<file path="config.mk">
export PLATFORM = sky130hd
export DESIGN_NAME = riscvboy_ifetch_buf
export DESIGN_NICKNAME = d
export VERILOG_FILES = /design/src/rtl/riscvboy_pkg.sv /design/src/rtl/riscvboy_sync_fifo.sv /design/src/rtl/riscvboy_ifetch_buf.sv
export SDC_FILE = /design/constraint.sdc
export NUM_CORES = 1
export LEC_CHECK = 0
export ABC_AREA = 0
export ABC_CLOCK_PERIOD_IN_PS = 9900
export BUFFER_PORTS_ARGS = -buffer_cell sky130_fd_sc_hd__buf_2
export CORE_MARGIN = 8
export CORE_UTILIZATION = 34
export DETAILED_ROUTE_END_ITERATION = 8
export GPL_ROUTABILITY_DRIVEN = 0
export MAX_ROUTING_LAYER = met4
export SKIP_LAST_GASP = 1
export SLEW_MARGIN = 20
export SYNTH_ARGS = -nofsm -noshare
export SYNTH_HDL_FRONTEND = slang
export SYNTH_SLANG_ARGS = --single-unit
</file>
<file path="constraint.sdc">
create_clock -name clk_sys -period 9.9 [get_ports clk_sys]
set_input_delay 1.98 -clock clk_sys [delete_from_list [all_inputs] [get_ports clk_sys]]
set_output_delay 1.98 -clock clk_sys [all_outputs]
set_load 0.005 [all_outputs]
</file>
<file path="src/rtl/riscvboy_pkg.sv">
// Shared definitions for the riscvboy instruction fetch path: default widths,
// reset fetch address and the {pc, instr} fetch-entry record.
package riscvboy_pkg;

  localparam int          RISCVBOY_PC_W     = 32;
  localparam int          RISCVBOY_INS_W    = 32;
  localparam int          RISCVBOY_DEPTH    = 4;
  localparam logic [31:0] RISCVBOY_RESET_PC = 32'h0000_0000;

  typedef struct packed {
    logic [RISCVBOY_PC_W-1:0]  pc;
    logic [RISCVBOY_INS_W-1:0] instr;
  } fetch_entry_t;

endpackage

</file>
<file path="src/rtl/riscvboy_sync_fifo.sv">
// Small synchronous FIFO with push, pop and a synchronous flush.
// Exposes occupancy, the head word and an empty flag. The asynchronous
// active-low reset clears pointers and storage so the head reads as zero.
module riscvboy_sync_fifo #(
  parameter int DATA_W = 64,
  parameter int DEPTH  = 4
) (
  input  logic                   clk,
  input  logic                   rst_n,
  input  logic                   flush,
  input  logic                   push,
  input  logic                   pop,
  input  logic [DATA_W-1:0]      din,
  output logic [DATA_W-1:0]      head,
  output logic [$clog2(DEPTH):0] count,
  output logic                   empty
);

  localparam int AW = $clog2(DEPTH);
  localparam int CW = AW + 1;

  logic [DATA_W-1:0] mem [DEPTH];
  logic [AW-1:0]     wr_ptr;
  logic [AW-1:0]     rd_ptr;

  // Pointer and occupancy bookkeeping; flush discards everything stored.
  always_ff @(posedge clk or negedge rst_n) begin
    if (!rst_n) begin
      wr_ptr <= '0;
      rd_ptr <= '0;
      count  <= '0;
    end else if (flush) begin
      wr_ptr <= '0;
      rd_ptr <= '0;
      count  <= '0;
    end else begin
      if (push) wr_ptr <= wr_ptr + AW'(1);
      if (pop)  rd_ptr <= rd_ptr + AW'(1);
      count <= count + CW'(push) - CW'(pop);
    end
  end

  // Entry storage, written at the tail on push.
  always_ff @(posedge clk or negedge rst_n) begin
    if (!rst_n) begin
      for (int i = 0; i < DEPTH; i++) mem[i] <= '0;
    end else if (push && !flush) begin
      mem[wr_ptr] <= din;
    end
  end

  assign head  = mem[rd_ptr];
  assign empty = (count == '0);

endmodule

</file>
<file path="src/rtl/riscvboy_ifetch_buf.sv">
// Instruction prefetch buffer between the core fetch port and a
// registered-read imem (one cycle read latency). Issues sequential word reads
// under a credit rule that never overflows the FIFO, queues {pc, instr}
// entries, and presents the head to decode over valid/ready. A redirect
// flushes queued and in-flight fetches and restarts at the target.
//
// Optional feature macro: RISCVBOY_IFETCH_BYPASS_EN
//   When defined, a live response arriving while the FIFO is empty is
//   presented combinationally in the same cycle (and not stored if popped).
module riscvboy_ifetch_buf
  import riscvboy_pkg::*;
#(
  parameter int              PC_W     = RISCVBOY_PC_W,
  parameter int              INS_W    = RISCVBOY_INS_W,
  parameter int              DEPTH    = RISCVBOY_DEPTH,
  parameter logic [PC_W-1:0] RESET_PC = PC_W'(RISCVBOY_RESET_PC)
) (
  input  logic             clk_sys,
  input  logic             rst,
  input  logic             i_redirect,
  input  logic [PC_W-1:0]  i_redirect_pc,
  output logic             o_instr_ren,
  output logic [PC_W-1:0]  o_instr_raddr,
  input  logic [INS_W-1:0] i_instr_dina,
  output logic             o_valid,
  output logic [INS_W-1:0] o_instr,
  output logic [PC_W-1:0]  o_pc,
  input  logic             i_ready
);

  localparam int CW  = $clog2(DEPTH) + 1;
  localparam int CRW = CW + 1;
  localparam int FW  = PC_W + INS_W;

  logic [PC_W-1:0] fpc;
  logic [PC_W-1:0] ipc;
  logic            inflt;
  logic            kill;

  logic [FW-1:0]   fifo_head;
  logic [CW-1:0]   fifo_count;
  logic            fifo_empty;
  logic            fifo_pop;
  logic            push;
  logic            pop;
  logic            live;
  logic            issue;
  logic [CRW-1:0]  credit;
  logic            unused_redirect_lsbs;

  // Redirect targets are word aligned; the byte offset is dropped.
  assign unused_redirect_lsbs = ^i_redirect_pc[1:0];

  // A returning response is live unless a redirect has marked it killed.
  assign live = inflt & ~kill;

`ifdef RISCVBOY_IFETCH_BYPASS_EN
  logic bypass;

  assign bypass   = fifo_empty & live;
  assign o_valid  = ~fifo_empty | bypass;
  assign o_pc     = bypass ? ipc          : fifo_head[FW-1:INS_W];
  assign o_instr  = bypass ? i_instr_dina : fifo_head[INS_W-1:0];
  assign pop      = o_valid & i_ready;
  assign fifo_pop = pop & ~fifo_empty;
  // A bypassed response that decode takes this cycle never enters storage.
  assign push     = live & ~i_redirect & ~(bypass & i_ready);
`else
  assign o_valid  = ~fifo_empty;
  assign o_pc     = fifo_head[FW-1:INS_W];
  assign o_instr  = fifo_head[INS_W-1:0];
  assign pop      = o_valid & i_ready;
  assign fifo_pop = pop;
  assign push     = live & ~i_redirect;
`endif

  // Credit: stored entries plus the outstanding read, less what leaves now.
  // Keeping this below DEPTH guarantees every response has a free slot.
  assign credit        = CRW'(fifo_count) + CRW'(inflt) - CRW'(pop);
  assign issue         = rst & ~i_redirect & (credit < CRW'(DEPTH));
  assign o_instr_ren   = issue;
  assign o_instr_raddr = fpc;

  // ---- issue stage -> response stage (imem registered read) ----
  // Fetch PC, in-flight tracking and kill flag for flushed responses.
  always_ff @(posedge clk_sys or negedge rst) begin
    if (!rst) begin
      fpc   <= RESET_PC;
      ipc   <= '0;
      inflt <= 1'b0;
      kill  <= 1'b0;
    end else begin
      inflt <= issue;
      // The response outstanding at a redirect is discarded; no read is
      // issued in the redirect cycle, so the flag clears one cycle later.
      kill  <= i_redirect & inflt;
      if (issue) ipc <= fpc;
      if (i_redirect)
        fpc <= {i_redirect_pc[PC_W-1:2], 2'b00};
      else if (issue)
        fpc <= fpc + PC_W'(4);
    end
  end

  // ---- response stage -> decode (FIFO storage) ----
  riscvboy_sync_fifo #(
    .DATA_W (FW),
    .DEPTH  (DEPTH)
  ) u_fifo (
    .clk   (clk_sys),
    .rst_n (rst),
    .flush (i_redirect),
    .push  (push),
    .pop   (fifo_pop),
    .din   ({ipc, i_instr_dina}),
    .head  (fifo_head),
    .count (fifo_count),
    .empty (fifo_empty)
  );

endmodule

</file>
* Yosys cells after proc, flatten, opt, wreduce, memory -nomap -nowiden
Index checks and enable logic that the tools add are counted.
** Cells by class
- Add/sub/neg operators :: 7
- $lt $le $gt $ge :: 4
- Multiplexer cells :: 13
- Bitwise gates (word level) :: 11
- Reductions and logical operators :: 7
** Operators by type and width (number)
- 256-bit bitwise mux :: 1
- 64-bit 2-to-1 mux :: 3
- 64-bit binary-select mux with 2-bit select :: 1
- 64-bit demux with 2-bit select :: 1
- 32-bit 2-to-1 mux :: 2
- 32-bit by 3-bit adder with 32-bit output, second input constant :: 1
- 2-bit 2-to-1 mux :: 4
- 1-bit AND :: 6
- 3-bit >= comparator, second input constant :: 2
- 2-bit NOT with 3-bit output :: 2
- 2-bit nonzero test :: 3
- 2-bit by 1-bit adder with 2-bit output, second input constant :: 2
- 3-bit by 1-bit adder with 4-bit output :: 1
- 4-bit by 3-bit < comparator with 1-bit output, second input constant :: 1
- 4-bit by 1-bit subtractor with 4-bit output :: 1
- 3-bit by 1-bit adder with 3-bit output :: 1
- 3-bit logical NOT :: 1
- 3-bit by 1-bit < comparator with 1-bit output, second input constant :: 1
- 3-bit 2-to-1 mux :: 1
- 1-bit NOT :: 3
- 3-bit by 1-bit subtractor with 3-bit output :: 1
- 1-bit logical AND :: 2
- 1-bit logical NOT :: 1
** Storage, ports and cells
- Bits in registers :: 329
- Word-level logic and storage cells :: 53

* Logic depth before layout (Yosys ltp)
Gate-level depths: netlist of run 1.
- Depth after elaboration :: 8
- Gate-level depth with buffers :: 12
- Gate-level depth less buffers :: 10

* By module
Synthesis of run 1 repeated with hierarchy kept, for this count alone.
** Unflattened totals
- Cells, all modules :: 975
- Area total of the unflattened synthesis :: 15521.1 µm²
** Modules (own cells, without submodules)
- riscvboy_sync_fifo :: times used 1, cells an instance 658, area an instance 12340.6 µm², seq. area each 6581.3 µm²
- riscvboy_ifetch_buf :: times used 1, cells an instance 317, area an instance 3180.6 µm², seq. area each 1551.5 µm²

* Least setup slack after synthesis of run 1
Ideal clock, no wire load.
- Kind :: input -> output
- Start point :: input i_ready
- End point :: output o_instr_ren
- Arrival :: 3.759 ns
- Data required time :: 7.920 ns
- Setup slack :: 4.161 ns
- Stages on the path :: 8
- Path buffers :: 1
- Cell sequence :: and2_1 > ha_1 > inv_1 > ha_1 > and3b_1 > or4_4 > a21oi_1 > buf_2
** Between the ends
- Cells in the longest elaborated chain, start to end :: 4
** Ends and longest elaborated chain
- start: declaration :: line riscvboy_ifetch_buf.sv:28 : input logic i_ready
- 1-bit AND :: line riscvboy_ifetch_buf.sv:72 : assign pop = o_valid & i_ready;
- 4-bit by 1-bit subtractor with 4-bit output :: line riscvboy_ifetch_buf.sv:79 : assign credit = CRW'(fifo_count) + CRW'(inflt) - CRW'(pop);
- 4-bit by 3-bit < comparator with 1-bit output :: line riscvboy_ifetch_buf.sv:80 : assign issue = rst & ~i_redirect & (credit < CRW'(DEPTH));
- 1-bit AND :: line riscvboy_ifetch_buf.sv:80
- end: declaration :: line riscvboy_ifetch_buf.sv:22 : output logic o_instr_ren,
No other way between the ends.

* Final worst setup path of run 1
Ends and elaborated chain as after synthesis.

==> reports/metrics.json, run 1 <==
{
  "outcome": {
    "status": "finished clean"
  },
  "sta": {
    "maxSlewViolCount": 0,
    "rsz_0062_raised_after_global_routing": "no",
    "finalCritPeriodShare": 0.611,
    "final-hold-violation-count": 0,
    "finalCriticalPeriod_ps": 6050,
    "worst-slew-pin-transition_ps": 956,
    "setup_violation_total_in_the_final_timing_report": 0,
    "finalSetupTns_ps": 0,
    "maxClockFrequency_ghz": 0.165,
    "skew_ps": 9.75,
    "max-slew-margin-rel": 0.363
  },
  "critical_path": {
    "critPathBufInv": 3,
    "r2r-end": "ipc[4]",
    "critPathLaunchType": "primary input",
    "critical-path-top-delay-family": "simple AND/OR/NAND/NOR gates",
    "critical_path.endpoint_type": "output port",
    "worst_r2r_startpoint": "u_fifo.count[1]",
    "worst-r2r-setup-slack_ps": 6240,
    "worst-setup-path-type": "primary input to output port",
    "worstPathMaxFanout": 23,
    "cp_cell_sequence": "buf_2 > and2_1 > ha_1 > inv_1 > ha_1 > and3b_1 > or4_4 > a21oi_4 > buf_2",
    "slowest_delay_ps": 670,
    "timing.reg2reg.worst_path_depth": 10,
    "worst-endpoint-required_ps": 7920,
    "timing.critical_path.slowest_stage_cell": "sky130_fd_sc_hd__or4_4",
    "worstPathArrival_ps": 4070
  },
  "clock_tree": {
    "cts-root-buf": "sky130_fd_sc_hd__clkbuf_16",
    "numCtsBuffers": 39,
    "clock_sinks": 317,
    "post-cts-setup-buffers": 0,
    "hold_fix_buffers_at_cts": 0,
    "clkLatencyLatePin_ps": 530,
    "cts.clk_slew.worst_paths_ps": 50,
    "count_of_h_tree_levels_built_during_cts": 2,
    "tritoncts_clock_tree": "built",
    "maximum_clock_path_buffer_count": 3,
    "post_cts_resize_count": 0
  },
  "logic_synthesis": {
    "yosysUniqueCellTypes": 47,
    "post_synth_main_area_contributors": "sky130_fd_sc_hd__dfrtp_1 (55%), sky130_fd_sc_hd__mux2_2 (22%), sky130_fd_sc_hd__mux4_2 (9.7%), sky130_fd_sc_hd__xnor2_1 (1.4%), sky130_fd_sc_hd__a2111oi_4 (1.2%)",
    "synth-edff-count": 0,
    "synth_largest_type_area_fraction": 0.553,
    "syn_inst": 933,
    "synth_area_leader_cell": "sky130_fd_sc_hd__dfrtp_1",
    "postSynthRegisterBits": 317,
    "synth-async-reset-ratio": 1.00,
    "synthesis.area_sq_um": 14300,
    "ys_dominant_reg_cell": "sky130_fd_sc_hd__dfrtp_1",
    "yosysSeqAreaShare": 0.553,
    "avgSynthCellArea_sq_um": 15.4,
    "synth.yosys.warnings": 0
  },
  "cells_and_area": {
    "final_layout_size_suffix_gt1_frac": 0.542,
    "flow.area_growth_from_synthesis_pct": 18.1,
    "final_common_cell": "sky130_fd_sc_hd__dfrtp_1",
    "nFillCells": 3878,
    "nNetsFinal": 1163,
    "final-seq-area_sq_um": 7940,
    "commonest_cells_after_routing_fill_and_taps_aside": "sky130_fd_sc_hd__dfrtp_1 (315), sky130_fd_sc_hd__mux2_2 (280), sky130_fd_sc_hd__buf_2 (158)",
    "finalNonFillerCells": 1655,
    "multi_input_comb_area_sq_um": 6080
  },
  "floorplan": {
    "die_height_um": 221,
    "ios": 166,
    "design.die.area_sq_um": 49000,
    "initial_util": 0.343,
    "num_rows": 75,
    "die_x_um": 221,
    "core-area_sq_um": 41800
  },
  "routing": {
    "viasPerCell": 5.05,
    "antenna_left": 0,
    "wirelength_um": 34300,
    "drt_iter0_drc": 393,
    "num_vias": 8358,
    "post_drt_wl_per_cell_um": 20.7,
    "count_of_unresolved_drc_violations_after_routing": 0,
    "drtPass1Iterations": 4
  },
  "global_route": {
    "grt_antenna_before_repair": 1,
    "pin_count_of_the_biggest_net_entering_global_routing": 80,
    "vias_in_the_first_global_route": 9111,
    "globalRoute.totalOverflow": 0,
    "grt_first_pass_wirelength_um": 54900,
    "grt.total_usage": 0.145
  },
  "power_and_ir_drop": {
    "relative_contribution_of_the_clock_network_to_total_power": 0.313,
    "power_share_of_the_sequential_group": 0.423,
    "power.internal_mw": 3.17,
    "power.density_cell_area_nw_per_um2": 266,
    "pwr-share-comb": 0.263,
    "leakage_nw": 7.69,
    "swShare": 0.295,
    "power.net_switching_mw": 1.33,
    "vdd_drop_max_mv": 0.156
  },
  "worst_hold_path": {
    "holdCritStartpoint": "u_fifo.mem[255]",
    "number_of_cells_on_the_worst_hold_path": 1,
    "min_path_type": "flip-flop to flip-flop",
    "timing.hold.worst_endpoint": "u_fifo.mem[255]"
  },
  "flow_run": {
    "max_cap_check_violation_count": 0
  },
  "place": {
    "buffer_ports.inserted": 159,
    "place_hpwl_um": 21500,
    "post-place-cells": 1583
  }
}
per-layer routing:
metal	wire length, um	global-route usage	share of wire	up-vias
met5	0	-	0	-
met3	1810	0.0406	0.053	43
met1	16300	0.193	0.47	4398
met2	15700	0.220	0.46	170
met4	507	0.0327	0.015	0
li1	-	-	-	3747
cell families after synthesis:
group / Yosys count / synth area share
flops: 317 / 0.553
xor+xnor: 28 / 0.0171
fa+ha+maj: 10 / 0.00925
compound gates: 57 / 0.0391
simple gates: 99 / 0.0357
buf+inv: 76 / 0.0258
other cells: 1 / 0.000262
mux: 345 / 0.319
stage by stage:
step | power, mW | hold WS, ps | util | area [sq um] | worst slack [ps]
final | 4.50 | 499 | 0.406 | 16900 | 3850
after global placement | 3.11 | 484 | 0.375 | 15600 | 3830
after global routing | 4.78 | 513 | 0.405 | 16900 | 3700
after floorplan | 2.63 | 461 | - | 14300 | 4160
after CTS | 4.59 | 503 | 0.405 | 16900 | 3830
after detailed placement | 3.14 | 490 | 0.375 | 15600 | 3830
flip-flops by register name, summed over array words and instances (netlist names):
name	flops
u_fifo.mem	248
ipc	30
o_instr_raddr	30
u_fifo.count	3
u_fifo.rd_ptr	2
u_fifo.wr_ptr	2
inflt	1
kill	1
final cells by class:
type,count,area share
sequential,317,0.469
multi-input combinational,543,0.359
clock buffer,58,0.0697
timing repair buffer,172,0.0533
tap,539,0.0398
clock inverter,12,0.00621
inverter,12,0.00266
antenna,2,0.000296
power groups by stage:
stage          logic (mW)  clock network (mW)  registers [mW]
6_report             1.18                1.41            1.90
5_1_grt              1.30                1.52            1.96
4_1_cts              1.22                1.46            1.91
3_5_place_dp         1.22                   0            1.93
3_3_place_gp         1.19                   0            1.91
2_1_floorplan       0.846                   0            1.78
worst reg2reg max path: stages, from the launching register on:
cell and delay, ps:
sky130_fd_sc_hd__dfrtp_1 430, sky130_fd_sc_hd__or3_1 420, sky130_fd_sc_hd__and2_1 220, sky130_fd_sc_hd__ha_1 220
sky130_fd_sc_hd__inv_1 60, sky130_fd_sc_hd__ha_1 210, sky130_fd_sc_hd__and3b_1 220, sky130_fd_sc_hd__or4_4 670
sky130_fd_sc_hd__a21oi_4 260, sky130_fd_sc_hd__buf_4 420, sky130_fd_sc_hd__mux2_2 410
how the worst max path moves through the flow:
| stage | from | to | slack, ps | depth (start not counted) |
|---|---|---|---|---|
| after floorplan | i_ready | o_instr_ren | 4160 | 8 |
| after global placement | i_ready | o_instr_ren | 3830 | 9 |
| after detailed placement | i_ready | o_instr_ren | 3830 | 9 |
| after CTS | i_ready | o_instr_ren | 3830 | 9 |
| after global routing | i_ready | o_instr_ren | 3700 | 9 |
| final | i_ready | o_instr_ren | 3850 | 9 |
cell usage after synthesis (3+ instances only):
cell type and n:
sky130_fd_sc_hd__dfrtp_1 317, sky130_fd_sc_hd__mux2_2 280, sky130_fd_sc_hd__mux4_2 62, sky130_fd_sc_hd__nand2_1 36, sky130_fd_sc_hd__buf_2 32, sky130_fd_sc_hd__xnor2_1 23, sky130_fd_sc_hd__clkbuf_1 17, sky130_fd_sc_hd__inv_1 12
sky130_fd_sc_hd__o21ai_0 11, sky130_fd_sc_hd__o21ai_1 11, sky130_fd_sc_hd__ha_1 9, sky130_fd_sc_hd__nand3_1 9, sky130_fd_sc_hd__nor2_1 9, sky130_fd_sc_hd__and2_1 8, sky130_fd_sc_hd__nor2b_1 8, sky130_fd_sc_hd__nand4_1 7
sky130_fd_sc_hd__a2111oi_4 6, sky130_fd_sc_hd__a211oi_2 6, sky130_fd_sc_hd__buf_1 6, sky130_fd_sc_hd__buf_4 6, sky130_fd_sc_hd__a21oi_1 5, sky130_fd_sc_hd__and3_1 5, sky130_fd_sc_hd__nor3_1 5, sky130_fd_sc_hd__xor2_1 5
sky130_fd_sc_hd__a2111oi_2 4, sky130_fd_sc_hd__a221o_1 3, sky130_fd_sc_hd__a22oi_1 3, sky130_fd_sc_hd__buf_6 3, sky130_fd_sc_hd__mux2i_1 3, sky130_fd_sc_hd__o2111ai_1 3
Note: power is estimated with default switching activity, not from simulation.
==> run 2: changes to the inputs <==
--- a/config.mk
+++ b/config.mk
@@ -6,7 +6,7 @@
 export NUM_CORES = 1
 export LEC_CHECK = 0
 export ABC_AREA = 0
-export ABC_CLOCK_PERIOD_IN_PS = 9900
+export ABC_CLOCK_PERIOD_IN_PS = 5000
 export BUFFER_PORTS_ARGS = -buffer_cell sky130_fd_sc_hd__buf_2
 export CORE_MARGIN = 8
 export CORE_UTILIZATION = 34
==> constraint.sdc (replaced) <==
create_clock -name clk_sys -period 5 [get_ports clk_sys]
set_input_delay 1 -clock clk_sys [delete_from_list [all_inputs] [get_ports clk_sys]]
set_output_delay 1 -clock clk_sys [all_outputs]
set_load 0.005 [all_outputs]
==> reports/metrics.json, run 2 (synthesis gave the netlist of run 1 again) <==
{
  "cells_and_area": {
    "commonest_cells_after_routing_fill_and_taps_aside": {"value": "sky130_fd_sc_hd__dfrtp_1 (315), sky130_fd_sc_hd__mux2_2 (280), sky130_fd_sc_hd__buf_2 (158)", "change": "unchanged"},
    "final_layout_size_suffix_gt1_frac": {"value": 0.539, "change": "was 0.542"},
    "largest_reg_flops": {"value": 248, "change": "unchanged"},
    "finalNonFillerCells": {"value": 1645, "change": "was 1655"},
    "flow.area_growth_from_synthesis": {"value": 18.2, "unit": "%", "change": "was 18.1%"},
    "antenna_cells": {"value": 0, "change": "was 2"},
    "nNetsFinal": {"value": 1159, "change": "was 1163"},
    "finalCoreUtilization": {"value": 0.406, "change": "about the same"},
    "final_common_cell": {"value": "sky130_fd_sc_hd__dfrtp_1", "change": "unchanged"},
    "final_area": {"value": 16900, "unit": "sq um", "change": "about the same"},
    "registers.top_by_ff_count": {"value": "u_fifo.mem", "change": "unchanged"}
  },
  "global_route": {
    "vias_in_the_first_global_route": {"value": 9366, "change": "was 9111"},
    "pin_count_of_the_biggest_net_entering_global_routing": {"value": 163, "change": "was 80"},
    "grt_antenna_before_repair": {"value": 0, "change": "was 1"},
    "grt.total_usage": {"value": 0.147, "change": "was 0.145"},
    "globalRoute.totalOverflow": {"value": 0, "change": "unchanged"},
    "grt_first_pass_wirelength": {"value": 55700, "unit": "um", "change": "was 54900 um"}
  },
  "clock_tree": {
    "cts-root-buf": {"value": "sky130_fd_sc_hd__clkbuf_16", "change": "unchanged"},
    "clkLatencyLatePin": {"value": 540, "unit": "ps", "change": "was 530 ps"},
    "tritoncts_clock_tree": {"value": "built", "change": "unchanged"},
    "maximum_clock_path_buffer_count": {"value": 3, "change": "unchanged"},
    "post_cts_resize_count": {"value": 0, "change": "unchanged"},
    "clock_sinks": {"value": 317, "change": "unchanged"},
    "hold_fix_buffers_at_cts": {"value": 0, "change": "unchanged"},
    "count_of_h_tree_levels_built_during_cts": {"value": 2, "change": "unchanged"},
    "numCtsBuffers": {"value": 37, "change": "was 39"},
    "post-cts-setup-buffers": {"value": 0, "change": "unchanged"},
    "cts.clk_slew.worst_paths": {"value": 60, "unit": "ps", "change": "was 50 ps"}
  },
  "floorplan": {
    "die_height": {"value": 221, "unit": "um", "change": "unchanged"},
    "num_rows": {"value": 75, "change": "unchanged"},
    "core-area": {"value": 41800, "unit": "sq um", "change": "unchanged"},
    "design.die.area": {"value": 49000, "unit": "sq um", "change": "unchanged"},
    "initial_util": {"value": 0.343, "change": "unchanged"},
    "ios": {"value": 166, "change": "unchanged"},
    "die_x": {"value": 221, "unit": "um", "change": "unchanged"}
  },
  "sta": {
    "skew": {"value": 21.0, "unit": "ps", "change": "was 9.75 ps"},
    "maxSlewViolCount": {"value": 0, "change": "unchanged"},
    "finalCriticalPeriod_ps": 4400,
    "max-slew-margin-rel": {"value": 0.262, "change": "was 0.363"},
    "worst-slew-pin-transition": {"value": 1110, "unit": "ps", "change": "was 956 ps"},
    "finalCritPeriodShare": 0.881,
    "maxClockFrequency_ghz": 0.227,
    "finalSetupTns": {"value": 0, "unit": "ps", "change": "unchanged"},
    "final-hold-violation-count": {"value": 0, "change": "unchanged"},
    "rsz_0062_raised_after_global_routing": {"value": "no", "change": "unchanged"},
    "setup_slack": {"value": 596, "unit": "ps", "change": "was 3850 ps"},
    "setup_violation_total_in_the_final_timing_report": {"value": 0, "change": "unchanged"}
  },
  "worst_hold_path": {
    "min_path_type": {"value": "primary input to asynchronous set/reset pin", "change": "was flip-flop to flip-flop"}
  },
  "place": {
    "postPlaceCellArea": {"value": 15700, "unit": "sq um", "change": "was 15600 sq um"},
    "post-place-cells": {"value": 1581, "change": "was 1583"},
    "buffer_ports.inserted": {"value": 159, "change": "unchanged"},
    "dpl_worst_slack": {"value": 868, "unit": "ps", "change": "was 3830 ps"},
    "place_hpwl": {"value": 21700, "unit": "um", "change": "was 21500 um"}
  },
  "power_and_ir_drop": {
    "leakage": {"value": 7.68, "unit": "nW", "change": "was 7.69 nW"},
    "power.density_cell_area": {"value": 530, "unit": "nW/um^2", "change": "was 266 nW/um^2"},
    "vdd_drop_max": {"value": 0.346, "unit": "mV", "change": "was 0.156 mV"}
  },
  "flow_run": {
    "max_cap_check_violation_count": {"value": 0, "change": "unchanged"}
  },
  "routing": {
    "post_drt_wl_per_cell": {"value": 20.8, "unit": "um", "change": "was 20.7 um"},
    "drtPass1Iterations": {"value": 7, "change": "was 4"},
    "drt_iter0_drc": {"value": 446, "change": "was 393"},
    "count_of_unresolved_drc_violations_after_routing": {"value": 0, "change": "unchanged"},
    "num_vias": {"value": 8415, "change": "was 8358"},
    "wirelength": {"value": 34200, "unit": "um", "change": "was 34300 um"},
    "antenna_left": {"value": 0, "change": "unchanged"},
    "viasPerCell": {"value": 5.12, "change": "was 5.05"}
  },
  "critical_path": {
    "worstPathArrival": {"value": 3400, "unit": "ps", "change": "was 4070 ps"},
    "worst_r2r_startpoint": {"value": "u_fifo.count[1]", "change": "unchanged"},
    "timing.reg2reg.worst_path_depth": {"value": 10, "change": "unchanged"},
    "worstPathMaxFanout": {"value": 23, "change": "unchanged"},
    "slowest_delay": {"value": 670, "unit": "ps", "change": "about the same"},
    "critical-path-top-cell-by-count": "sky130_fd_sc_hd__ha_1",
    "r2r-end": {"value": "ipc[21]", "change": "was ipc[4]"},
    "critPathLaunchType": {"value": "flip-flop", "change": "was primary input"},
    "worst-r2r-setup-slack": {"value": 1340, "unit": "ps", "change": "was 6240 ps"},
    "timing.critical_path.slowest_stage_cell": {"value": "sky130_fd_sc_hd__or4_4", "change": "unchanged"},
    "worst-endpoint-required": {"value": 4000, "unit": "ps", "change": "was 7920 ps"},
    "critical_path.endpoint_type": {"value": "output port", "change": "unchanged"},
    "cp_cell_sequence": {"value": "or3_1 > and2_1 > ha_1 > inv_1 > ha_1 > and3b_1 > or4_4 > a21oi_4 > buf_2", "change": "was buf_2 > and2_1 > ha_1 > inv_1 > ha_1 > and3b_1 > or4_4 > a21oi_4 > buf_2"},
    "worst-setup-path-type": {"value": "flip-flop to output port", "change": "was primary input to output port"}
  },
  "outcome": {
    "status": {"value": "finished clean", "change": "unchanged"}
  }
}
[run 2: cell types whose count changed in the layout (fill, tap and decap cells not counted)]
cell                        previous run  this run
sky130_fd_sc_hd__buf_12                0         2
sky130_fd_sc_hd__diode_2               2         0
sky130_fd_sc_hd__clkinv_4              1         0
sky130_fd_sc_hd__clkinv_2              6         1
sky130_fd_sc_hd__inv_6                 2         3
sky130_fd_sc_hd__bufinv_16             1         5
sky130_fd_sc_hd__buf_4                13         9
sky130_fd_sc_hd__clkbuf_8              9         7
sky130_fd_sc_hd__clkbuf_16            41        39
sky130_fd_sc_hd__inv_8                 1         0
[run 2: area by class of cell]
type                       count  area (sq um)
multi-input combinational    543          6080
inverter                      12          45.0
fill                        3806         24800
clock buffer                  54          1100
clock inverter                10           189
sequential                   317          7940
tap                          539           674
timing repair buffer         170           913
[run 2: critical path, delay by kind of cell (launching register included)]
| family | cells | cell delay, ps |
|---|---|---|
| and+or+nand+nor | 4 | 1510 |
| adders and majority gates | 2 | 430 |
| buffers and inverters | 2 | 220 |
| AOI/OAI and AO/OA | 1 | 260 |
| DFF | 1 | 430 |
[run 2: how the worst max path moves through the flow]
stage | startpoint | to | depth (start not counted)
6_report | u_fifo.count[1] | o_instr_ren | 9
5_1_grt | u_fifo.count[1] | o_instr_ren | 9
4_1_cts | u_fifo.count[1] | o_instr_ren | 9
3_5_place_dp | i_ready | o_instr_ren | 9
3_3_place_gp | i_ready | o_instr_ren | 9
2_1_floorplan | i_ready | o_instr_ren | 8
[run 2: per-layer routing]
metal	GRT usage	vias up	wire [um]
met4	0.0301	0	444
met1	0.190	4451	15700
met5	-	-	0
li1	-	3731	-
met3	0.0361	33	1680
met2	0.233	200	16400
[run 2: power breakdown]
part | leakage, nW | internal, mW | switching [mW] | total [mW]
logic | 2.88 | 1.40 | 0.940 | 2.34
registers | 4.18 | 3.20 | 0.593 | 3.79
clock network | 0.629 | 1.79 | 1.06 | 2.85
total | 7.68 | 6.39 | 2.59 | 8.98
[run 2: per-stage QoR]
stage / power, mW / hold slack [ps]
global route: 9.53 / 327
floorplan: 5.20 / 461
detailed placement: 6.24 / 490
CTS: 9.16 / 323
finish: 8.98 / 336
global placement: 6.16 / 484
